[src/rtl/axi_bus_scheduler_if.sv]
// Bundles the two master ports, the address-decoder handshake and the slave port of axi_bus_scheduler.
// The slave modport is the scheduler's view; the master modport is the surrounding system's view.
interface axi_bus_scheduler_if #(
  parameter int ADDR_SIZE = 32,
  parameter int DATA_SIZE = 32,
  parameter int SELECT    = 4
);
  logic                 m0_req;
  logic                 m1_req;
  logic                 m0_we;
  logic                 m1_we;
  logic [ADDR_SIZE-1:0] m0_addr;
  logic [ADDR_SIZE-1:0] m1_addr;
  logic [DATA_SIZE-1:0] m0_wdata;
  logic [DATA_SIZE-1:0] m1_wdata;
  logic                 m0_gnt;
  logic                 m1_gnt;
  logic                 m0_rvalid;
  logic                 m1_rvalid;
  logic [DATA_SIZE-1:0] m0_rdata;
  logic [DATA_SIZE-1:0] m1_rdata;
  logic                 m0_err;
  logic                 m1_err;

  logic [ADDR_SIZE-1:0] dec_addr_in;
  logic [SELECT-1:0]    dec_select;
  logic [ADDR_SIZE-1:0] dec_addr_out;

  logic                 s_req;
  logic [SELECT-1:0]    s_sel;
  logic [ADDR_SIZE-1:0] s_addr;
  logic                 s_we;
  logic [DATA_SIZE-1:0] s_wdata;
  logic                 s_rvalid;
  logic [DATA_SIZE-1:0] s_rdata;

  modport slave (
    input  m0_req, m1_req, m0_we, m1_we, m0_addr, m1_addr, m0_wdata, m1_wdata,
    output m0_gnt, m1_gnt, m0_rvalid, m1_rvalid, m0_rdata, m1_rdata, m0_err, m1_err,
    output dec_addr_in,
    input  dec_select, dec_addr_out,
    output s_req, s_sel, s_addr, s_we, s_wdata,
    input  s_rvalid, s_rdata
  );

  modport master (
    output m0_req, m1_req, m0_we, m1_we, m0_addr, m1_addr, m0_wdata, m1_wdata,
    input  m0_gnt, m1_gnt, m0_rvalid, m1_rvalid, m0_rdata, m1_rdata, m0_err, m1_err,
    input  dec_addr_in,
    output dec_select, dec_addr_out,
    input  s_req, s_sel, s_addr, s_we, s_wdata,
    output s_rvalid, s_rdata
  );
endinterface

[src/rtl/axi_bus_scheduler.sv]
// Two-master, single-outstanding bus scheduler: round-robin grant, external address decode,
// one slave access with a bounded wait, and a one-cycle response back to the granted master.
module axi_bus_scheduler #(
  parameter int ADDR_SIZE = 32,
  parameter int DATA_SIZE = 32,
  parameter int SELECT    = 4,
  parameter int TIMEOUT   = 255
) (
  input  logic                clk,
  input  logic                rst_n,
  axi_bus_scheduler_if.slave  bus
);

  typedef enum logic [1:0] {IDLE, ISSUE, WAIT, RESP} state_t;

  localparam logic [SELECT-1:0] UNMAPPED     = SELECT'(8);
  localparam logic [7:0]        TIMEOUT_LAST = 8'(TIMEOUT - 1);

  state_t               state_q, state_d;
  logic                 prio_q, prio_d;
  logic                 id_q, id_d;
  logic                 we_q, we_d;
  logic [ADDR_SIZE-1:0] addr_q, addr_d;
  logic [DATA_SIZE-1:0] wdata_q, wdata_d;
  logic [DATA_SIZE-1:0] rdata_q, rdata_d;
  logic                 err_q, err_d;
  logic [7:0]           cnt_q, cnt_d;

  logic grant0, grant1, issue;
  logic resp0, resp1;

  // prio_q set means m1 has priority; grants are held off while rst_n is low so outputs stay quiet.
  always_comb begin
    state_d = state_q;
    prio_d  = prio_q;
    id_d    = id_q;
    we_d    = we_q;
    addr_d  = addr_q;
    wdata_d = wdata_q;
    rdata_d = rdata_q;
    err_d   = err_q;
    cnt_d   = cnt_q;
    grant0  = 1'b0;
    grant1  = 1'b0;
    issue   = 1'b0;

    case (state_q)
      IDLE: begin
        if (rst_n) begin
          grant0 = bus.m0_req && (!bus.m1_req || !prio_q);
          grant1 = bus.m1_req && (!bus.m0_req || prio_q);
        end
        if (grant0 || grant1) begin
          id_d    = grant1;
          we_d    = grant1 ? bus.m1_we    : bus.m0_we;
          addr_d  = grant1 ? bus.m1_addr  : bus.m0_addr;
          wdata_d = grant1 ? bus.m1_wdata : bus.m0_wdata;
          state_d = ISSUE;
        end
      end
      ISSUE: begin
        if (bus.dec_select == UNMAPPED) begin
          err_d   = 1'b1;
          rdata_d = '0;
          state_d = RESP;
        end else begin
          issue   = 1'b1;
          cnt_d   = '0;
          state_d = WAIT;
        end
      end
      WAIT: begin
        if (bus.s_rvalid) begin
          rdata_d = we_q ? '0 : bus.s_rdata;
          err_d   = 1'b0;
          state_d = RESP;
        end else if (cnt_q == TIMEOUT_LAST) begin
          rdata_d = '0;
          err_d   = 1'b1;
          state_d = RESP;
        end else begin
          cnt_d = cnt_q + 8'd1;
        end
      end
      RESP: begin
        prio_d  = ~id_q;
        state_d = IDLE;
      end
      default: state_d = IDLE;
    endcase
  end

  always_ff @(posedge clk) begin
    if (!rst_n) begin
      state_q <= IDLE;
      prio_q  <= 1'b0;
      id_q    <= 1'b0;
      we_q    <= 1'b0;
      addr_q  <= '0;
      wdata_q <= '0;
      rdata_q <= '0;
      err_q   <= 1'b0;
      cnt_q   <= '0;
    end else begin
      state_q <= state_d;
      prio_q  <= prio_d;
      id_q    <= id_d;
      we_q    <= we_d;
      addr_q  <= addr_d;
      wdata_q <= wdata_d;
      rdata_q <= rdata_d;
      err_q   <= err_d;
      cnt_q   <= cnt_d;
    end
  end

  assign resp0 = (state_q == RESP) && !id_q;
  assign resp1 = (state_q == RESP) &&  id_q;

  assign bus.m0_gnt    = grant0;
  assign bus.m1_gnt    = grant1;
  assign bus.m0_rvalid = resp0;
  assign bus.m1_rvalid = resp1;
  assign bus.m0_rdata  = resp0 ? rdata_q : '0;
  assign bus.m1_rdata  = resp1 ? rdata_q : '0;
  assign bus.m0_err    = resp0 && err_q;
  assign bus.m1_err    = resp1 && err_q;

  assign bus.dec_addr_in = (state_q != IDLE) ? addr_q : '0;

  // Slave fields are only meaningful alongside the strobe, so they are zeroed otherwise.
  assign bus.s_req   = issue;
  assign bus.s_sel   = issue ? bus.dec_select   : '0;
  assign bus.s_addr  = issue ? bus.dec_addr_out : '0;
  assign bus.s_we    = issue && we_q;
  assign bus.s_wdata = issue ? wdata_q : '0;

endmodule

[src/flat_wrapper.sv]
// flat-port wrapper written by rule: the top's interface ports become plain ports
module axi_bus_scheduler_flat 
#(
  parameter int ADDR_SIZE = 32,
  parameter int DATA_SIZE = 32,
  parameter int SELECT    = 4,
  parameter int TIMEOUT   = 255
)
  (clk, rst_n, bus_m0_req, bus_m1_req, bus_m0_we, bus_m1_we, bus_m0_addr, bus_m1_addr, bus_m0_wdata, bus_m1_wdata, bus_m0_gnt, bus_m1_gnt, bus_m0_rvalid, bus_m1_rvalid, bus_m0_rdata, bus_m1_rdata, bus_m0_err, bus_m1_err, bus_dec_addr_in, bus_dec_select, bus_dec_addr_out, bus_s_req, bus_s_sel, bus_s_addr, bus_s_we, bus_s_wdata, bus_s_rvalid, bus_s_rdata);
  axi_bus_scheduler_if #(.ADDR_SIZE(ADDR_SIZE), .DATA_SIZE(DATA_SIZE), .SELECT(SELECT)) bus_i ();
  input  logic clk;
  input  logic rst_n;
  input wire logic [$bits(bus_i.m0_req)-1:0] bus_m0_req;
  input wire logic [$bits(bus_i.m1_req)-1:0] bus_m1_req;
  input wire logic [$bits(bus_i.m0_we)-1:0] bus_m0_we;
  input wire logic [$bits(bus_i.m1_we)-1:0] bus_m1_we;
  input wire logic [$bits(bus_i.m0_addr)-1:0] bus_m0_addr;
  input wire logic [$bits(bus_i.m1_addr)-1:0] bus_m1_addr;
  input wire logic [$bits(bus_i.m0_wdata)-1:0] bus_m0_wdata;
  input wire logic [$bits(bus_i.m1_wdata)-1:0] bus_m1_wdata;
  output wire logic [$bits(bus_i.m0_gnt)-1:0] bus_m0_gnt;
  output wire logic [$bits(bus_i.m1_gnt)-1:0] bus_m1_gnt;
  output wire logic [$bits(bus_i.m0_rvalid)-1:0] bus_m0_rvalid;
  output wire logic [$bits(bus_i.m1_rvalid)-1:0] bus_m1_rvalid;
  output wire logic [$bits(bus_i.m0_rdata)-1:0] bus_m0_rdata;
  output wire logic [$bits(bus_i.m1_rdata)-1:0] bus_m1_rdata;
  output wire logic [$bits(bus_i.m0_err)-1:0] bus_m0_err;
  output wire logic [$bits(bus_i.m1_err)-1:0] bus_m1_err;
  output wire logic [$bits(bus_i.dec_addr_in)-1:0] bus_dec_addr_in;
  input wire logic [$bits(bus_i.dec_select)-1:0] bus_dec_select;
  input wire logic [$bits(bus_i.dec_addr_out)-1:0] bus_dec_addr_out;
  output wire logic [$bits(bus_i.s_req)-1:0] bus_s_req;
  output wire logic [$bits(bus_i.s_sel)-1:0] bus_s_sel;
  output wire logic [$bits(bus_i.s_addr)-1:0] bus_s_addr;
  output wire logic [$bits(bus_i.s_we)-1:0] bus_s_we;
  output wire logic [$bits(bus_i.s_wdata)-1:0] bus_s_wdata;
  input wire logic [$bits(bus_i.s_rvalid)-1:0] bus_s_rvalid;
  input wire logic [$bits(bus_i.s_rdata)-1:0] bus_s_rdata;
  assign bus_i.m0_req = bus_m0_req;
  assign bus_i.m1_req = bus_m1_req;
  assign bus_i.m0_we = bus_m0_we;
  assign bus_i.m1_we = bus_m1_we;
  assign bus_i.m0_addr = bus_m0_addr;
  assign bus_i.m1_addr = bus_m1_addr;
  assign bus_i.m0_wdata = bus_m0_wdata;
  assign bus_i.m1_wdata = bus_m1_wdata;
  assign bus_m0_gnt = bus_i.m0_gnt;
  assign bus_m1_gnt = bus_i.m1_gnt;
  assign bus_m0_rvalid = bus_i.m0_rvalid;
  assign bus_m1_rvalid = bus_i.m1_rvalid;
  assign bus_m0_rdata = bus_i.m0_rdata;
  assign bus_m1_rdata = bus_i.m1_rdata;
  assign bus_m0_err = bus_i.m0_err;
  assign bus_m1_err = bus_i.m1_err;
  assign bus_dec_addr_in = bus_i.dec_addr_in;
  assign bus_i.dec_select = bus_dec_select;
  assign bus_i.dec_addr_out = bus_dec_addr_out;
  assign bus_s_req = bus_i.s_req;
  assign bus_s_sel = bus_i.s_sel;
  assign bus_s_addr = bus_i.s_addr;
  assign bus_s_we = bus_i.s_we;
  assign bus_s_wdata = bus_i.s_wdata;
  assign bus_i.s_rvalid = bus_s_rvalid;
  assign bus_i.s_rdata = bus_s_rdata;
  axi_bus_scheduler #(.ADDR_SIZE(ADDR_SIZE), .DATA_SIZE(DATA_SIZE), .SELECT(SELECT), .TIMEOUT(TIMEOUT)) u_core (.clk(clk), .rst_n(rst_n), .bus(bus_i));
endmodule
[config.mk]
export PLATFORM = sky130hd
export DESIGN_NAME = axi_bus_scheduler_flat
export DESIGN_NICKNAME = d
export VERILOG_FILES = /design/src/rtl/axi_bus_scheduler_if.sv /design/src/rtl/axi_bus_scheduler.sv /design/src/flat_wrapper.sv
export SDC_FILE = /design/constraint.sdc
export NUM_CORES = 1
export LEC_CHECK = 0
export ABC_CLOCK_PERIOD_IN_PS = 4000
export BUFFER_PORTS_ARGS = -buffer_cell sky130_fd_sc_hd__buf_2
export CAP_MARGIN = 20
export CORE_AREA = 3 3 146 148
export CTS_BUF_LIST = sky130_fd_sc_hd__clkbuf_4
export DETAILED_ROUTE_END_ITERATION = 12
export DIE_AREA = 0 0 149 151
export PLACE_DENSITY = 0.62
export SYNTH_ARGS = -nofsm -noshare
export SYNTH_HDL_FRONTEND = slang
export SYNTH_SLANG_ARGS = --single-unit
[constraint.sdc]
create_clock -name clk -period 4 [get_ports clk]
set_clock_uncertainty 0.1 [all_clocks]
set_input_delay 0.4 -clock clk [delete_from_list [all_inputs] [get_ports clk]]
set_output_delay 0.4 -clock clk [all_outputs]
set_load 0.03 [all_outputs]
==> results_dict.tcl, run 1 <==
set metrics [dict create \
    run_status "finished clean" \
    ctsHtreeMaxLevel 3 \
    setup.worst_path.end_class "output pin" \
    cp-startpoint "u_core.state_q[1]" \
    rows 52 \
    dr.pass1.iters 5 \
    post-route-period-util 0.724 \
    initial_core_util 0.299 \
    power_density_nw_per_um2 485 \
    routed_via_density 4.68 \
    fin_crit_ps 2900 \
    r2r-start "u_core.state_q[1]" \
    hold_slack_ps 42.7 \
    post-route-drc-count 0 \
    cpMaxStageDelayCell "buf_4" \
    cts_tree "yes" \
    path_class "flip-flop to output pin" \
    cp.arrival_ps 2400 \
    ys_warn_count 0 \
    grt_max_degree 57 \
    layout-drive-gt1-share 0.383 \
    hold_viol_final 0 \
    netlist_instances 725 \
    stdcell_count 1344 \
    io_pins 375 \
    dp_slack_ps 1310 \
    finalSetupViolCount 0 \
    dieHeight_um 151 \
    path_clk_slew_ps 180 \
    ant_nets 0 \
    coreArea_um2 20200 \
    dpl.hpwl_mm 16.1 \
    rsz0062_at_grt "false" \
    crit_path_max_fanout 56 \
    place_congestion 0.854 \
    postCtsResizedCells 0 \
    slew_headroom 0.429 \
    worst_slack_ps 1100 \
    placed_area_um2 8130 \
    avgSynthCellArea_um2 8.32 \
    critical_path.max_stage_delay_ps 490 \
    clk_path_buf_depth 2 \
    critPathRequiredTime_ps 3500 \
    clock-sinks 110 \
    hold_path_class "input pin to flip-flop" \
    io_buffers 374 \
    seq_area_frac_synth 0.365 \
    syn_nets 934 \
    drv_slew 0 \
    die_area_um2 22500 \
    p_leak_nw 4.83 \
    clkLatencyLatePin_ps 490 \
    path_cells "inv_1 > ha_2 > buf_4 > and3_1 > buf_2" \
    grt_use_total 0.174 \
    max_freq_mhz 345 \
    setup_tns_ps 0 \
    antenna_found_initial 1 \
    postSynth.asyncResetShare 0 \
    synth_ff_type "dfxtp_1" \
    vias 6287 \
    place_inst 1314 \
    ys_types 38 \
    startpoint_type "flip-flop" \
    fin_nets 1278 \
    die_w_um 149 \
    grt_pass1_vias 5670 \
    worst_pin_slew_ps 857 \
    critPathBufInv 3 \
    stdcell_area_um2 8390 \
    grt_overflow 0 \
    cp_top_family "buffers and inverters" \
    drt_iter0_drc 296 \
    min_from "bus_s_rdata[25]" \
    vdd_drop_max_mv 0.240 \
    cts_root_buffer "clkbuf_4" \
    wire_per_inst_um 15.5 \
    grt_pass1_wl_mm 31.1 \
    fillers 2122 \
    cts_buffers 9 \
    synth-seq-cells 110 \
    areaGrowthSynthToFinish_pct 39.1 \
    synth_enable_flop_cells 0 \
    wl_mm 20.9 \
    maxCapViolCount 0 \
    synth_area_um2 6030 \
]
stage by stage:
stage                     total power [mW]  utilization
after global placement                3.56        0.402
final                                 4.07        0.416
after detailed placement              3.58        0.403
after CTS                             4.14        0.416
after floorplan                       2.96            -
after global routing                  4.37        0.416
metal layers:
layer,routed length [um],track usage,share of wire
met5,0,0,0
met4,208,0.0412,0.010
met3,1510,0.0326,0.072
met2,10000,0.305,0.48
met1,9180,0.221,0.44
worst paths after layout:
check / endpoint / slack (ps) / depth (start not counted)
setup reg to reg: u_core.rdata_q[10] / 1400 / 7
hold / removal: u_core.rdata_q[25] / 40 / 3
hold reg to reg: u_core.err_q / 380 / 2
setup / recovery: bus_s_sel[3] / 1100 / 5
registers in the layout, indices dropped and copies added (netlist names):
register and count:
u_core.state_q 2, u_core.addr_q 32, u_core.err_q 1, u_core.id_q 1
u_core.prio_q 1, u_core.we_q 1, u_core.wdata_q 32, u_core.cnt_q 8
u_core.rdata_q 32
report_power, final:
| part | total [mW] | internal, mW | switching, mW |
|---|---|---|---|
| Combinational | 2.13 | 0.749 | 1.38 |
| Sequential | 1.42 | 1.30 | 0.118 |
| Clock | 0.524 | 0.130 | 0.394 |
repair_timing:
item,CTS,global route
endpoints found under the hold margin,14,0
endpoints found under the setup margin,0,0
hold buffers,14,0
setup buffers,0,0
cell usage after synthesis, drive strengths merged (4+ instances only):
cell / n / area share
buf: 17 / 0.014
nor2: 70 / 0.044
a21oi: 9 / 0.0075
ha: 6 / 0.012
and3: 99 / 0.10
o21ai: 5 / 0.0041
nand3: 4 / 0.0041
or4: 5 / 0.0062
nand2: 74 / 0.046
inv: 9 / 0.0056
mux2i: 98 / 0.16
dfxtp: 110 / 0.37
clkbuf: 52 / 0.032
a211oi: 66 / 0.082
nand4: 4 / 0.0041
nor2b: 35 / 0.036
and2: 38 / 0.039
cells in the final DEF, fill, tap and decap left out, types with 14 or more instances in the layout:
master,Yosys,layout
dlygate4sd3_1,0,14
nor2b_1,35,35
nor2_1,70,70
nand2_1,74,74
dfxtp_1,110,110
and2_1,38,38
and3_1,99,99
mux2i_1,98,98
buf_2,16,374
a211oi_1,66,66
kinds of logic (layout without fill, tap and decap cells):
family                   count (synthesis)  count (layout)  share of synthesized area
AO/OA/AOI/OAI                           96              96                      0.115
adder cells (fa/ha/maj)                  6               6                     0.0125
buffers and inverters                   78             426                     0.0519
flip-flops                             110             110                      0.365
multiplexers                            98              98                      0.163
other                                    0               1                          0
AND/OR/NAND/NOR                        337             337                      0.293
tightest hold or removal path, cell delays in order:
cell and delay, ps:
buf_2 90, nand2_1 50, mux2i_1 60
layout make-up:
cell class | instances | area, um2 | share of cell area
Antenna cell | 1 | 2.50 | 0.000298
Clock buffer | 9 | 67.6 | 0.00806
Clock inverter | 6 | 47.5 | 0.00567
Inverter | 9 | 33.8 | 0.00403
Multi-Input combinational cell | 537 | 3530 | 0.421
Sequential cell | 110 | 2200 | 0.263
Tap cell | 270 | 338 | 0.0403
Timing Repair Buffer | 402 | 2170 | 0.258
Note: power is estimated with default switching activity, not from simulation.
==> inputs of run 2 (changes only) <==
Settings changed: ABC_AREA from default to 1, ABC_CLOCK_PERIOD_IN_PS 4000 to 2800, CORE_AREA 3 3 146 148 to 3 3 143 145, DIE_AREA 0 0 149 151 to 0 0 146 148, PLACE_DENSITY 0.62 to 0.67.
Clock period 4 ns to 2.8 ns, I/O delays scaled along.
==> run 2 against run 1 <==
Against the previous run:
- synthesized cell count up 55%
- global-route usage up 1.7 points
- highest routed layer is now met5
- count of clock-buffer cells in the layout unchanged
- utilization up 3.6 points
- critical endpoint is now bus_m0_rdata[13]
- area after synthesis up 9.2%
- sequential power up 48%
- wire length up 4.5%
- sequential cell count unchanged
- combinational power up 62%
- worst setup slack worse by 870 ps
==> results_dict.tcl, run 2 <==
set metrics [dict create \
    run_status "finished clean" \
    post-route-period-util 0.918 \
    netlist_instances 1123 \
    synth.top_cells.by_count "nor2_1 (251), nand2_1 (231), inv_1 (172)" \
    syn_nets 1332 \
    path_clk_slew_ps 200 \
    setup.worst_path.end_class "output pin" \
    avgSynthCellArea_um2 5.86 \
    total_power_mw 6.27 \
    r2r-start "u_core.state_q[0]" \
    fillers 2082 \
    synth_ff_type "dfxtp_1" \
    initial_core_util 0.340 \
    max_freq_mhz 389 \
    ctsHtreeMaxLevel 3 \
    seq_area_frac_synth 0.335 \
    hold_viol_final 0 \
    synth_area_um2 6580 \
    drt-met1-wl_mm 9.20 \
    grt_pass1_vias 6961 \
    final_util 0.452 \
    critPathRequiredTime_ps 2420 \
    ant_nets 0 \
    grt_overflow 0 \
    place_congestion 0.855 \
    fin_nets 1660 \
    drv_slew 0 \
    r2r_slack_ps 490 \
    synth_top_area_frac 0.335 \
    die_area_um2 21600 \
    route.met2.wl_mm 10.5 \
    grt_use_total 0.191 \
    cts_buffers 9 \
    io_buffers 374 \
    ys_warn_count 0 \
    worst_pin_slew_ps 932 \
    finalSetupViolCount 0 \
    wl_mm 21.8 \
    rsz0062_at_grt "true" \
    final_cell_mix "buf_2 (374), nor2_1 (251), nand2_1 (229), inv_1 (172), dfxtp_1 (110)" \
    p_leak_nw 4.88 \
    antenna_found_initial 3 \
    dpl.hpwl_mm 16.5 \
    synth_enable_flop_cells 0 \
    min_from "bus_s_rdata[9]" \
    grt_pass1_wl_mm 34.2 \
    hold_depth 5 \
    reg2reg_depth 9 \
    cp-startpoint "u_core.state_q[1]" \
    die_w_um 146 \
    cts_tree "yes" \
    routed_via_density 4.48 \
    setup_tns_ps 0 \
    crit_path_max_fanout 33 \
    final_common_cell "buf_2" \
    dr.pass1.iters 5 \
    synth_top_area_cell "dfxtp_1" \
    drt_iter0_drc 443 \
    power_density_nw_per_um2 718 \
    path_class "flip-flop to output pin" \
    synth.most_common_cell "nor2_1" \
    post-route-drc-count 0 \
    fin_crit_ps 2570 \
    layout-drive-gt1-share 0.298 \
    synthTopCellsByArea "dfxtp_1 (33%), nor2_1 (14%), nand2_1 (13%)" \
    areaGrowthSynthToFinish_pct 32.7 \
    hold_path_class "input pin to flip-flop" \
    dieHeight_um 148 \
    coreArea_um2 19300 \
    postSynth.asyncResetShare 0 \
    vias 7714 \
    wire_per_inst_um 12.7 \
    clkLatencyLatePin_ps 480 \
    maxCapViolCount 0 \
    slew_headroom 0.378 \
    wl_met3_mm 1.66 \
    layout_top_registers "u_core.addr_q (32), u_core.rdata_q (32), u_core.wdata_q (32)" \
    io_pins 375 \
    worstHoldEndpoint "u_core.rdata_q[9]" \
    highest_layer "met5" \
    ys_types 27 \
    cp.arrival_ps 2190 \
    worst_r2r_endpoint "u_core.rdata_q[24]" \
    synth-seq-cells 110 \
    startpoint_type "flip-flop" \
    grt_max_degree 68 \
    cts_root_buffer "clkbuf_4" \
    vdd_drop_max_mv 0.287 \
    clock-sinks 110 \
    rows 51 \
    clk_path_buf_depth 2 \
]
-- run 2: changes by cell type in the layout (fill, tap and decap cells not counted), moves of 64 or more --
| cell | delta |
|---|---|
| a211oi_1 | -65 |
| a21oi_1 | +64 |
| and3_1 | -99 |
| inv_1 | +164 |
| mux2i_1 | -98 |
| nand2_1 | +155 |
| nand3_1 | +76 |
| nor2_1 | +181 |
-- run 2: how the worst max path moves through the flow --
stage,to,cells after the start
after floorplan,bus_m0_rdata[10],6
after global placement,u_core.rdata_q[6],9
after detailed placement,u_core.rdata_q[1],9
after CTS,bus_s_addr[2],6
after global routing,bus_m0_rdata[25],6
final,bus_m0_rdata[13],6
-- run 2: cell type report --
type | instances | area [um2] | area share
Tap cell | 265 | 332 | 0.0380
Inverter | 174 | 658 | 0.0754
Antenna cell | 2 | 5.00 | 0.000573
Timing Repair Buffer | 395 | 2070 | 0.237
Clock inverter | 5 | 45.0 | 0.00516
Sequential cell | 110 | 2200 | 0.252
Multi-Input combinational cell | 761 | 3350 | 0.384
Clock buffer | 9 | 67.6 | 0.00774
-- run 2: repair_timing --
| action | CTS | global route |
|---|---|---|
| resized for setup | 0 | 1 |
| hold buffers | 6 | 0 |
| hold endpoints to repair | 6 | 0 |
| setup buffers | 0 | 0 |
| setup endpoints to repair | 0 | 24 |
-- run 2: critical path: stages (launching register included) --
cell     delay, ps
dfxtp_1        380
ha_1           210
inv_1           80
nor2_1          50
inv_1          670
nor2_1         100
buf_2          220
-- run 2: metal layers --
layer  global-route usage  up-vias
met5                    0        -
met4               0.0499        4
met3               0.0518       33
met2                0.336      274
met1                0.232     3338
li1                     -     4065
-- run 2: stage by stage --
stage | instance area (um2) | hold WS [ps] | worst slack, ps | cells
5_1_grt | 8730 | 21.3 | -2.22 | 1720
2_1_floorplan | 6580 | 330 | 559 | 1123
4_1_cts | 8720 | 0.951 | 60.0 | 1719
3_3_place_gp | 8550 | 340 | 589 | 1699
6_report | 8730 | 39.6 | 229 | 1721
3_5_place_dp | 8550 | 345 | 511 | 1699
-- run 2: kinds of logic after synthesis --
group	after synthesis	synth area share
and+or+nand+nor	609	0.382
DFF	110	0.335
buffers and inverters	252	0.160
AOI/OAI and AO/OA	146	0.112
adders and majority gates	6	0.0114
-- run 2: where the power goes --
| group | internal [mW] | total (mW) | switching (mW) | leakage, nW |
|---|---|---|---|---|
| Clock | 0.186 | 0.735 | 0.549 | 0.0604 |
| Combinational | 1.02 | 3.44 | 2.42 | 3.92 |
| Sequential | 1.96 | 2.10 | 0.137 | 0.904 |
| Total | 3.17 | 6.27 | 3.10 | 4.88 |
